`src/rtl/stage3_arb_pkg.sv`:
```
// -----------------------------------------------------------------------------
// stage3_arb_pkg
// Shared types and constants for the stage-3 memory arbiter.
//   arb_state_t  : arbiter FSM state (idle / fetch granted / data granted)
//   arb_owner_t  : combinational owner of the shared memory port
//   ARB_STARVE_W : width of the fetch-starvation counter (fairness build only)
// -----------------------------------------------------------------------------
package stage3_arb_pkg;

  localparam int ARB_STARVE_W = 3;

  typedef enum logic [1:0] {
    ARB_IDLE  = 2'd0,
    ARB_GNT_I = 2'd1,
    ARB_GNT_D = 2'd2
  } arb_state_t;

  typedef enum logic [1:0] {
    OWN_NONE = 2'd0,
    OWN_I    = 2'd1,
    OWN_D    = 2'd2
  } arb_owner_t;

endpackage

```
`src/rtl/generic_bus_if.sv`:
```
// -----------------------------------------------------------------------------
// generic_bus_if
// Simple request/busy memory bus.
//   addr/wdata/byte_en/ren/wen : request, driven by the requester
//   rdata/busy                 : response, driven by the memory side
// Modports:
//   generic_bus : seen from the slave side (receives requests)
//   cpu         : seen from the requester side (issues requests)
// -----------------------------------------------------------------------------
interface generic_bus_if;
  logic [31:0] addr;
  logic [31:0] wdata;
  logic [31:0] rdata;
  logic        ren;
  logic        wen;
  logic        busy;
  logic [3:0]  byte_en;

  modport generic_bus (
    input  addr, ren, wen, wdata, byte_en,
    output rdata, busy
  );

  modport cpu (
    input  rdata, busy,
    output addr, ren, wen, wdata, byte_en
  );
endinterface

```
`src/rtl/stage3_mem_arbiter.sv`:
```
// -----------------------------------------------------------------------------
// stage3_mem_arbiter
// Arbitrates the fetch requester and the memory-stage requester onto a single
// shared memory port. Grant is combinational from ARB_IDLE (zero-cycle grant);
// once a multi-cycle access is under way the owner is held until the memory
// drops busy or the owner withdraws its request.
//
// Ports:
//   CLK            : clock
//   nRST           : asynchronous active-low reset
//   igen_bus_if    : fetch requester (requests in, rdata/busy out)
//   dgen_bus_if    : data requester (requests in, rdata/busy out)
//   out_gen_bus_if : shared memory port
//   grant_d        : data requester owns the shared port this cycle
//   grant_i        : fetch requester owns the shared port this cycle
//
// Parameter:
//   STARVE_LIMIT   : consecutive data completions tolerated while fetch waits
//
// Build option:
//   STAGE3_ARB_FAIRNESS_EN : when defined, a saturating starvation counter
//   lets fetch win the next idle selection after STARVE_LIMIT data
//   completions; otherwise priority is strictly data-first.
// -----------------------------------------------------------------------------
module stage3_mem_arbiter #(
  parameter int STARVE_LIMIT = 4
) (
  input  logic               CLK,
  input  logic               nRST,
  generic_bus_if.generic_bus igen_bus_if,
  generic_bus_if.generic_bus dgen_bus_if,
  generic_bus_if.cpu         out_gen_bus_if,
  output logic               grant_d,
  output logic               grant_i
);
  import stage3_arb_pkg::*;

  // The limit has to be reachable by the saturating counter.
  if (STARVE_LIMIT < 0 || STARVE_LIMIT > (1 << ARB_STARVE_W) - 1) begin : g_limit_chk
    $error("stage3_mem_arbiter: STARVE_LIMIT out of counter range");
  end

  arb_state_t r_state;
  arb_state_t w_state_next;
  arb_owner_t w_owner;

  logic w_ireq;
  logic w_dreq;
  logic w_fetch_pri;

  assign w_ireq = igen_bus_if.ren | igen_bus_if.wen;
  assign w_dreq = dgen_bus_if.ren | dgen_bus_if.wen;

`ifdef STAGE3_ARB_FAIRNESS_EN
  localparam logic [ARB_STARVE_W-1:0] L_LIMIT = ARB_STARVE_W'(STARVE_LIMIT);

  logic [ARB_STARVE_W-1:0] r_starve_cnt;
  logic                    w_i_done;
  logic                    w_d_done;

  assign w_i_done    = (w_owner == OWN_I) & w_ireq & ~out_gen_bus_if.busy;
  assign w_d_done    = (w_owner == OWN_D) & w_dreq & ~out_gen_bus_if.busy;
  assign w_fetch_pri = (r_starve_cnt >= L_LIMIT);

  // Counts data completions that happened while fetch sat waiting; a data
  // completion implies data owned the port, so fetch cannot be owner here.
  always_ff @(posedge CLK, negedge nRST) begin
    if (!nRST) begin
      r_starve_cnt <= '0;
    end else if (w_i_done) begin
      r_starve_cnt <= '0;
    end else if (w_d_done && w_ireq && (r_starve_cnt != '1)) begin
      r_starve_cnt <= r_starve_cnt + 1'b1;
    end
  end
`else
  assign w_fetch_pri = 1'b0;
`endif

  always_ff @(posedge CLK, negedge nRST) begin
    if (!nRST) begin
      r_state <= ARB_IDLE;
    end else begin
      r_state <= w_state_next;
    end
  end

  always_comb begin
    w_owner      = OWN_NONE;
    w_state_next = ARB_IDLE;

    out_gen_bus_if.addr    = '0;
    out_gen_bus_if.wdata   = '0;
    out_gen_bus_if.byte_en = '0;
    out_gen_bus_if.ren     = 1'b0;
    out_gen_bus_if.wen     = 1'b0;

    igen_bus_if.rdata = out_gen_bus_if.rdata;
    dgen_bus_if.rdata = out_gen_bus_if.rdata;
    igen_bus_if.busy  = 1'b1;
    dgen_bus_if.busy  = 1'b1;

    // A granted state pins the owner; only idle looks at fresh requests.
    unique case (r_state)
      ARB_GNT_I: w_owner = OWN_I;
      ARB_GNT_D: w_owner = OWN_D;
      default: begin
        if (w_fetch_pri && w_ireq) begin
          w_owner = OWN_I;
        end else if (w_dreq) begin
          w_owner = OWN_D;
        end else if (w_ireq) begin
          w_owner = OWN_I;
        end
      end
    endcase

    unique case (w_owner)
      OWN_I: begin
        out_gen_bus_if.addr    = igen_bus_if.addr;
        out_gen_bus_if.wdata   = igen_bus_if.wdata;
        out_gen_bus_if.byte_en = igen_bus_if.byte_en;
        out_gen_bus_if.ren     = igen_bus_if.ren;
        out_gen_bus_if.wen     = igen_bus_if.wen;
        igen_bus_if.busy       = out_gen_bus_if.busy;
        // Holding the grant only while the owner still asks means a flushed
        // fetch is dropped rather than replayed.
        if (out_gen_bus_if.busy && w_ireq) begin
          w_state_next = ARB_GNT_I;
        end
      end
      OWN_D: begin
        out_gen_bus_if.addr    = dgen_bus_if.addr;
        out_gen_bus_if.wdata   = dgen_bus_if.wdata;
        out_gen_bus_if.byte_en = dgen_bus_if.byte_en;
        out_gen_bus_if.ren     = dgen_bus_if.ren;
        out_gen_bus_if.wen     = dgen_bus_if.wen;
        dgen_bus_if.busy       = out_gen_bus_if.busy;
        if (out_gen_bus_if.busy && w_dreq) begin
          w_state_next = ARB_GNT_D;
        end
      end
      default: ;
    endcase
  end

  assign grant_i = (w_owner == OWN_I);
  assign grant_d = (w_owner == OWN_D);

endmodule

```
`src/flat_wrapper.sv`:
```
// flat-port wrapper written by rule: the top's interface ports become plain ports
module stage3_mem_arbiter_flat import stage3_arb_pkg::*;
#(
  parameter int STARVE_LIMIT = 4
)
  (CLK, nRST, grant_d, grant_i, igen_bus_if_addr, igen_bus_if_ren, igen_bus_if_wen, igen_bus_if_wdata, igen_bus_if_byte_en, igen_bus_if_rdata, igen_bus_if_busy, dgen_bus_if_addr, dgen_bus_if_ren, dgen_bus_if_wen, dgen_bus_if_wdata, dgen_bus_if_byte_en, dgen_bus_if_rdata, dgen_bus_if_busy, out_gen_bus_if_rdata, out_gen_bus_if_busy, out_gen_bus_if_addr, out_gen_bus_if_ren, out_gen_bus_if_wen, out_gen_bus_if_wdata, out_gen_bus_if_byte_en);
  generic_bus_if igen_bus_if_i ();
  generic_bus_if dgen_bus_if_i ();
  generic_bus_if out_gen_bus_if_i ();
  input  logic CLK;
  input  logic nRST;
  output logic grant_d;
  output logic grant_i;
  input wire logic [$bits(igen_bus_if_i.addr)-1:0] igen_bus_if_addr;
  input wire logic [$bits(igen_bus_if_i.ren)-1:0] igen_bus_if_ren;
  input wire logic [$bits(igen_bus_if_i.wen)-1:0] igen_bus_if_wen;
  input wire logic [$bits(igen_bus_if_i.wdata)-1:0] igen_bus_if_wdata;
  input wire logic [$bits(igen_bus_if_i.byte_en)-1:0] igen_bus_if_byte_en;
  output wire logic [$bits(igen_bus_if_i.rdata)-1:0] igen_bus_if_rdata;
  output wire logic [$bits(igen_bus_if_i.busy)-1:0] igen_bus_if_busy;
  input wire logic [$bits(dgen_bus_if_i.addr)-1:0] dgen_bus_if_addr;
  input wire logic [$bits(dgen_bus_if_i.ren)-1:0] dgen_bus_if_ren;
  input wire logic [$bits(dgen_bus_if_i.wen)-1:0] dgen_bus_if_wen;
  input wire logic [$bits(dgen_bus_if_i.wdata)-1:0] dgen_bus_if_wdata;
  input wire logic [$bits(dgen_bus_if_i.byte_en)-1:0] dgen_bus_if_byte_en;
  output wire logic [$bits(dgen_bus_if_i.rdata)-1:0] dgen_bus_if_rdata;
  output wire logic [$bits(dgen_bus_if_i.busy)-1:0] dgen_bus_if_busy;
  input wire logic [$bits(out_gen_bus_if_i.rdata)-1:0] out_gen_bus_if_rdata;
  input wire logic [$bits(out_gen_bus_if_i.busy)-1:0] out_gen_bus_if_busy;
  output wire logic [$bits(out_gen_bus_if_i.addr)-1:0] out_gen_bus_if_addr;
  output wire logic [$bits(out_gen_bus_if_i.ren)-1:0] out_gen_bus_if_ren;
  output wire logic [$bits(out_gen_bus_if_i.wen)-1:0] out_gen_bus_if_wen;
  output wire logic [$bits(out_gen_bus_if_i.wdata)-1:0] out_gen_bus_if_wdata;
  output wire logic [$bits(out_gen_bus_if_i.byte_en)-1:0] out_gen_bus_if_byte_en;
  assign igen_bus_if_i.addr = igen_bus_if_addr;
  assign igen_bus_if_i.ren = igen_bus_if_ren;
  assign igen_bus_if_i.wen = igen_bus_if_wen;
  assign igen_bus_if_i.wdata = igen_bus_if_wdata;
  assign igen_bus_if_i.byte_en = igen_bus_if_byte_en;
  assign igen_bus_if_rdata = igen_bus_if_i.rdata;
  assign igen_bus_if_busy = igen_bus_if_i.busy;
  assign dgen_bus_if_i.addr = dgen_bus_if_addr;
  assign dgen_bus_if_i.ren = dgen_bus_if_ren;
  assign dgen_bus_if_i.wen = dgen_bus_if_wen;
  assign dgen_bus_if_i.wdata = dgen_bus_if_wdata;
  assign dgen_bus_if_i.byte_en = dgen_bus_if_byte_en;
  assign dgen_bus_if_rdata = dgen_bus_if_i.rdata;
  assign dgen_bus_if_busy = dgen_bus_if_i.busy;
  assign out_gen_bus_if_i.rdata = out_gen_bus_if_rdata;
  assign out_gen_bus_if_i.busy = out_gen_bus_if_busy;
  assign out_gen_bus_if_addr = out_gen_bus_if_i.addr;
  assign out_gen_bus_if_ren = out_gen_bus_if_i.ren;
  assign out_gen_bus_if_wen = out_gen_bus_if_i.wen;
  assign out_gen_bus_if_wdata = out_gen_bus_if_i.wdata;
  assign out_gen_bus_if_byte_en = out_gen_bus_if_i.byte_en;
  stage3_mem_arbiter #(.STARVE_LIMIT(STARVE_LIMIT)) u_core (.CLK(CLK), .nRST(nRST), .igen_bus_if(igen_bus_if_i), .dgen_bus_if(dgen_bus_if_i), .out_gen_bus_if(out_gen_bus_if_i), .grant_d(grant_d), .grant_i(grant_i));
endmodule
```
`config.mk`:
```
export PLATFORM = sky130hd
export DESIGN_NAME = stage3_mem_arbiter_flat
export DESIGN_NICKNAME = d
export VERILOG_FILES = /design/src/rtl/stage3_arb_pkg.sv /design/src/rtl/generic_bus_if.sv /design/src/rtl/stage3_mem_arbiter.sv /design/src/flat_wrapper.sv
export SDC_FILE = /design/constraint.sdc
export NUM_CORES = 1
export LEC_CHECK = 0
export CAP_MARGIN = 20
export CORE_AREA = 2 2 120 122
export CTS_CLUSTER_DIAMETER = 80
export DETAILED_ROUTE_END_ITERATION = 6
export DIE_AREA = 0 0 122 124
export GPL_ROUTABILITY_DRIVEN = 0
export SLEW_MARGIN = 15
export SYNTH_ARGS = -nofsm -noshare
export SYNTH_HDL_FRONTEND = slang
export SYNTH_SLANG_ARGS = --single-unit
```
`constraint.sdc`:
```
create_clock -name CLK -period 4.8 [get_ports CLK]
set_input_delay 1.2 -clock CLK [delete_from_list [all_inputs] [get_ports CLK]]
set_output_delay 1.2 -clock CLK [all_outputs]
set_load 0.02 [all_outputs]
```
* Word level (Yosys, flattened, before mapping)
Cells that the tools add are included.
Operators by class: eq/ne operators 4, bitwise operators 2, muxes and demuxes 13, reductions and logical operators 2
Operators by type and width (count):
- $pmux 32 s2 | 2
- $pmux 2 s2 | 2
- $pmux 4 s2 | 1
- $eq 2x1->1 const B | 2
- $eq 2x2->1 const B | 2
- $mux 1 | 4
- $mux 2 | 2
- $pmux 1 s2 | 2
- $logic_and 1x1->1 | 2
- $or 1x1->1 | 2
Storage, ports and cells: output and inout port bits 138, logic and storage cells 22, bits in registers 2, bits of input ports 175

* Logic depth before layout (Yosys ltp)
Gate-level depths: netlist (run 1).
depth in word-level cells 6, gate-level depth with buffers 10, gate-level depth less buffers 7

* Least setup slack after synthesis (run 1)
Ideal clock, no wire load.
path kind input -> output, start point in igen_bus_if_wen, end point out out_gen_bus_if_wdata[15], setup slack 0.789 ns, arrival time 2.811 ns, data required time 3.600 ns, stages on the path 8, buffers on the path 3, cells stage by stage or2_2 -> a31oi_1 -> ha_1 -> buf_6 -> buf_6 -> buf_6 -> a22oi_2 -> nor2_1
Between the ends: cells in the longest elaborated chain, start to end 6, elaborated cells on any way between the ends 7, classes of those cells eq/ne (2); mux (4); bitwise (1)
Ends and longest elaborated chain:
- start, declared | RTL line flat_wrapper.sv:16 | input wire logic [$bits(igen_bus_if_i.wen)-1:0] igen_bus_if_wen;
- $or 1x1->1 | RTL line stage3_mem_arbiter.sv:51 | assign w_ireq = igen_bus_if.ren | igen_bus_if.wen;
- $mux 1 | RTL line stage3_mem_arbiter.sv:112 | end else if (w_ireq) begin
- $mux 2 | RTL line stage3_mem_arbiter.sv:110 | end else if (w_dreq) begin
- $pmux 2 s2 | RTL line stage3_mem_arbiter.sv:104 | unique case (r_state)
- $eq 2x2->1
- named net grant_d | RTL line flat_wrapper.sv:12 | output logic grant_d;
- $pmux 32 s2 | RTL line stage3_mem_arbiter.sv:118 | unique case (w_owner)
- end, declared | RTL line flat_wrapper.sv:33 | output wire logic [$bits(out_gen_bus_if_i.wdata)-1:0] out_gen_bus_if_wdata;
The timed path passes the listed nets, and every way through them passes these cells.

* Worst setup path in the final report (run 1)
start point in dgen_bus_if_wen, end point out out_gen_bus_if_byte_en[0]
Between the ends: cells in the longest elaborated chain, start to end 5, elaborated cells on any way between the ends 6, classes of those cells eq/ne (2); mux (3); bitwise (1)
Ends and longest elaborated chain:
- start, declared | RTL line flat_wrapper.sv:23 | input wire logic [$bits(dgen_bus_if_i.wen)-1:0] dgen_bus_if_wen;
- $or 1x1->1 * | RTL line stage3_mem_arbiter.sv:52 | assign w_dreq = dgen_bus_if.ren | dgen_bus_if.wen;
- $mux 2 * | RTL line stage3_mem_arbiter.sv:110
- $pmux 2 s2 * | RTL line stage3_mem_arbiter.sv:104
- $eq 2x2->1 or $eq 2x1->1 (tied branches) | RTL line stage3_mem_arbiter.sv:118
- $pmux 4 s2 * | RTL line stage3_mem_arbiter.sv:118
- end, declared | RTL line flat_wrapper.sv:34 | output wire logic [$bits(out_gen_bus_if_i.byte_en)-1:0] out_gen_bus_if_byte_en;
Mark *: on every way between the ends. The rest lies on a longest branch, timed or not.

==> flow_summary.json, run 1 <==
{
  "status": "finished, final reports clean",
  "rsz0062_at_grt": "true",
  "synth_top_area_share_pct": 29.5,
  "syn_to_final_growth_pct": 127,
  "finalMaxSlewViolations": 0,
  "cap_violations": 0,
  "cts_buffer_depth": 2,
  "crit_path_top_delay_cell": "clkdlybuf4s50_1",
  "pwr-share-comb_pct": 83.1,
  "leakage_uw": 0.00219,
  "arrival_ns": 3.53,
  "place_hpwl_um": 6210,
  "r2r.worst_path.cells": 7,
  "dp.cells": 563,
  "swShare_pct": 43.7,
  "hp-start": "u_core.r_state[1]",
  "final_util_pct": 27.4,
  "fin_skew_ns": 0.000168,
  "cts_max_level": 1,
  "synthCells": 249,
  "ys_ff_latch": 2,
  "n_antenna_cell": 0,
  "die_h_um": 124,
  "final_common_cell": "clkdlybuf4s50_1",
  "grt_max_degree": 38,
  "whs_endpoint": "u_core.r_state[1]",
  "fmax_mhz": 212,
  "post_cts_resized": 10,
  "worstReg2RegEnd": "u_core.r_state[1]",
  "worst_ep_required_time_ns": 3.60,
  "grt_pass1_vias": 2226,
  "ios": 313,
  "preCtsSetupSlack_ns": -0.0554,
  "wl_um": 7730,
  "period_needed_ns": 4.73,
  "yosys-top-cells-area": "buf_4 30%, a22oi_1 27%, nor2_1 16%",
  "drt_first_pass_iters": 6,
  "hold_buffers": 0,
  "clk-insertion-delay-late_ns": 0.22,
  "die_w_um": 122,
  "reg_top3": "u_core.r_state (2)",
  "r2r_slack_ns": 2.76,
  "syn_nets": 429,
  "vias": 2326,
  "cts.sinks": 2,
  "drive_gt1_share_pct": 6.48,
  "synth_top_area_cell": "buf_4",
  "path_max_fanout": 36,
  "post-route-period-util_pct": 98.5,
  "irDropWorstVdd_mv": 0.109,
  "slowest_delay_ns": 0.62,
  "power_density_nw_per_um2": 229,
  "nets": 568,
  "largest_reg_flops": 2,
  "hold_violations": 0,
  "drtIter0Drc": 79,
  "end_kind": "output pin",
  "yosysSeqAreaShare_pct": 3.03,
  "vias_per_cell": 4.11,
  "crit_path_start_kind": "primary input",
  "power_frac_clock_pct": 14.7,
  "cts_setup_buffers": 0,
  "cts_root_buf": "clkbuf_16",
  "hp-class": "reg2reg",
  "avgSynthCellArea_um2": 6.63,
  "seqPwrFrac_pct": 2.2,
  "crit_chain": "clkdlybuf4s50_1 -> nor2_1 -> a31o_2 -> ha_2 -> buf_4 -> a22oi_1 -> nor2_1 -> clkdlybuf4s50_1",
  "internal_power_uw": 483,
  "drtAntennaViolNets": 0,
  "worst-setup-path-type": "in2out",
  "finalWorstSetupSlack_ns": 0.0739,
  "grt_usage_pct": 8.60,
  "syn_area_um2": 1650,
  "coreArea_um2": 13700,
  "relSlewSlack_pct": 75.5,
  "ys_warn_count": 0,
  "power_switching_uw": 374,
  "top_register": "u_core.r_state",
  "final_cell_mix": "149 x clkdlybuf4s50_1, 72 x nor2_1, 60 x a22oi_1, 57 x dlymetal6s2s_1",
  "wl_per_cell_um": 13.7,
  "die_area_um2": 15100,
  "cts_made_buffers": 3,
  "antenna_found_initial": 0,
  "overflow": 0,
  "layout.cells.non_filler": 566,
  "tightest_slew_ns": 0.367,
  "drt_drc_violations_left": 0,
  "clk_pin_slew_ns": 0.03,
  "grt_first_pass_wirelength_um": 10300,
  "worstReg2RegStart": "u_core.r_state[0]",
  "start_util_pct": 12.0,
  "row_count": 43,
  "setup_viol": 0,
  "synth_cell_types": 19,
  "cts_tree": "built",
  "startpoint": "dgen_bus_if_wen",
  "fin_total_pwr_uw": 858,
  "holdWs_ns": 1.09,
  "io_buffer_count": 216,
  "whs_path_depth": 4
}
[worst max-delay path by stage]
stage / slack (ns) / cells past startpoint / to
2_1_floorplan: 0.79 / 8 / out_gen_bus_if_wdata[15]
3_3_place_gp: 0.01 / 8 / out_gen_bus_if_wdata[12]
3_5_place_dp: -0.06 / 8 / out_gen_bus_if_wdata[12]
4_1_cts: 0.002 / 8 / out_gen_bus_if_addr[29]
5_1_grt: -0.02 / 8 / out_gen_bus_if_byte_en[0]
6_report: 0.07 / 8 / out_gen_bus_if_byte_en[0]
[stage by stage]
stage / setup TNS (ns) / cell area, µm²
after global routing: -0.0151 / 3750
after floorplan: 0 / 1650
after global placement: 0 / 3540
after CTS: 0 / 3600
final: 0 / 3750
after detailed placement: -0.115 / 3540
[Yosys cell counts (all sizes together)]
cell type and number:
clkbuf 7, a31o 1, nor2b 1, nand2b 2, dfrtp 2, nor2 72
a22oi 70, a31oi 1, a21oi 1, inv 2, ha 5, nor4bb 1
a21o 1, buf 81, and4b 1, or2 1
[power by group through the flow]
stage | Sequential, µW | Combinational [µW] | Clock (µW)
finish | 18.9 | 713 | 126
global placement | 19.0 | 740 | 0
floorplan | 18.9 | 438 | 0
CTS | 18.9 | 740 | 128
global route | 19.1 | 764 | 129
detailed placement | 19.1 | 747 | 0
[final cells by class]
| class | instances | area, µm² |
|---|---|---|
| Fill cell | 1470 | 9970 |
| Timing Repair Buffer | 222 | 2400 |
| Multi-Input combinational cell | 157 | 995 |
| Tap cell | 180 | 225 |
| Clock buffer | 3 | 75.1 |
| Sequential cell | 2 | 50.0 |
| Inverter | 2 | 7.51 |
[logic make-up (layout without fill, tap and decap cells)]
logic type / after synthesis / in the layout / share of synthesized area (%)
fa+ha+maj: 5 / 5 / 3.79
buf+inv: 90 / 227 / 37.6
compound gates: 74 / 74 / 36.5
simple gates: 78 / 78 / 19.1
flops: 2 / 2 / 3.03
[routing by layer]
metal	part of all wire, %	GRT usage, %	vias up	routed length (µm)
met5	0	0	-	0
met4	4.7	5.17	0	362
met3	12	2.93	34	944
met2	50	16.4	171	3860
met1	33	7.82	1035	2560
li1	-	-	1086	-
[critical path: cells and delay by family]
family	cells	cell delay [ns]
buffers and inverters	3	1.38
AND/OR/NAND/NOR	2	0.39
adder cells (fa/ha/maj)	1	0.20
AO/OA/AOI/OAI	2	0.34
No activity file was read; power rests on OpenSTA's default activity.
==> run 2, diff against run 1 <==
--- a/config.mk
+++ b/config.mk
@@ -7,7 +7,6 @@
 export LEC_CHECK = 0
 export CAP_MARGIN = 20
 export CORE_AREA = 2 2 120 122
-export CTS_CLUSTER_DIAMETER = 80
 export DETAILED_ROUTE_END_ITERATION = 6
 export DIE_AREA = 0 0 122 124
 export GPL_ROUTABILITY_DRIVEN = 0
==> results of run 2 <==
The final DEF is identical to that of run 1; final timing and power are the same.
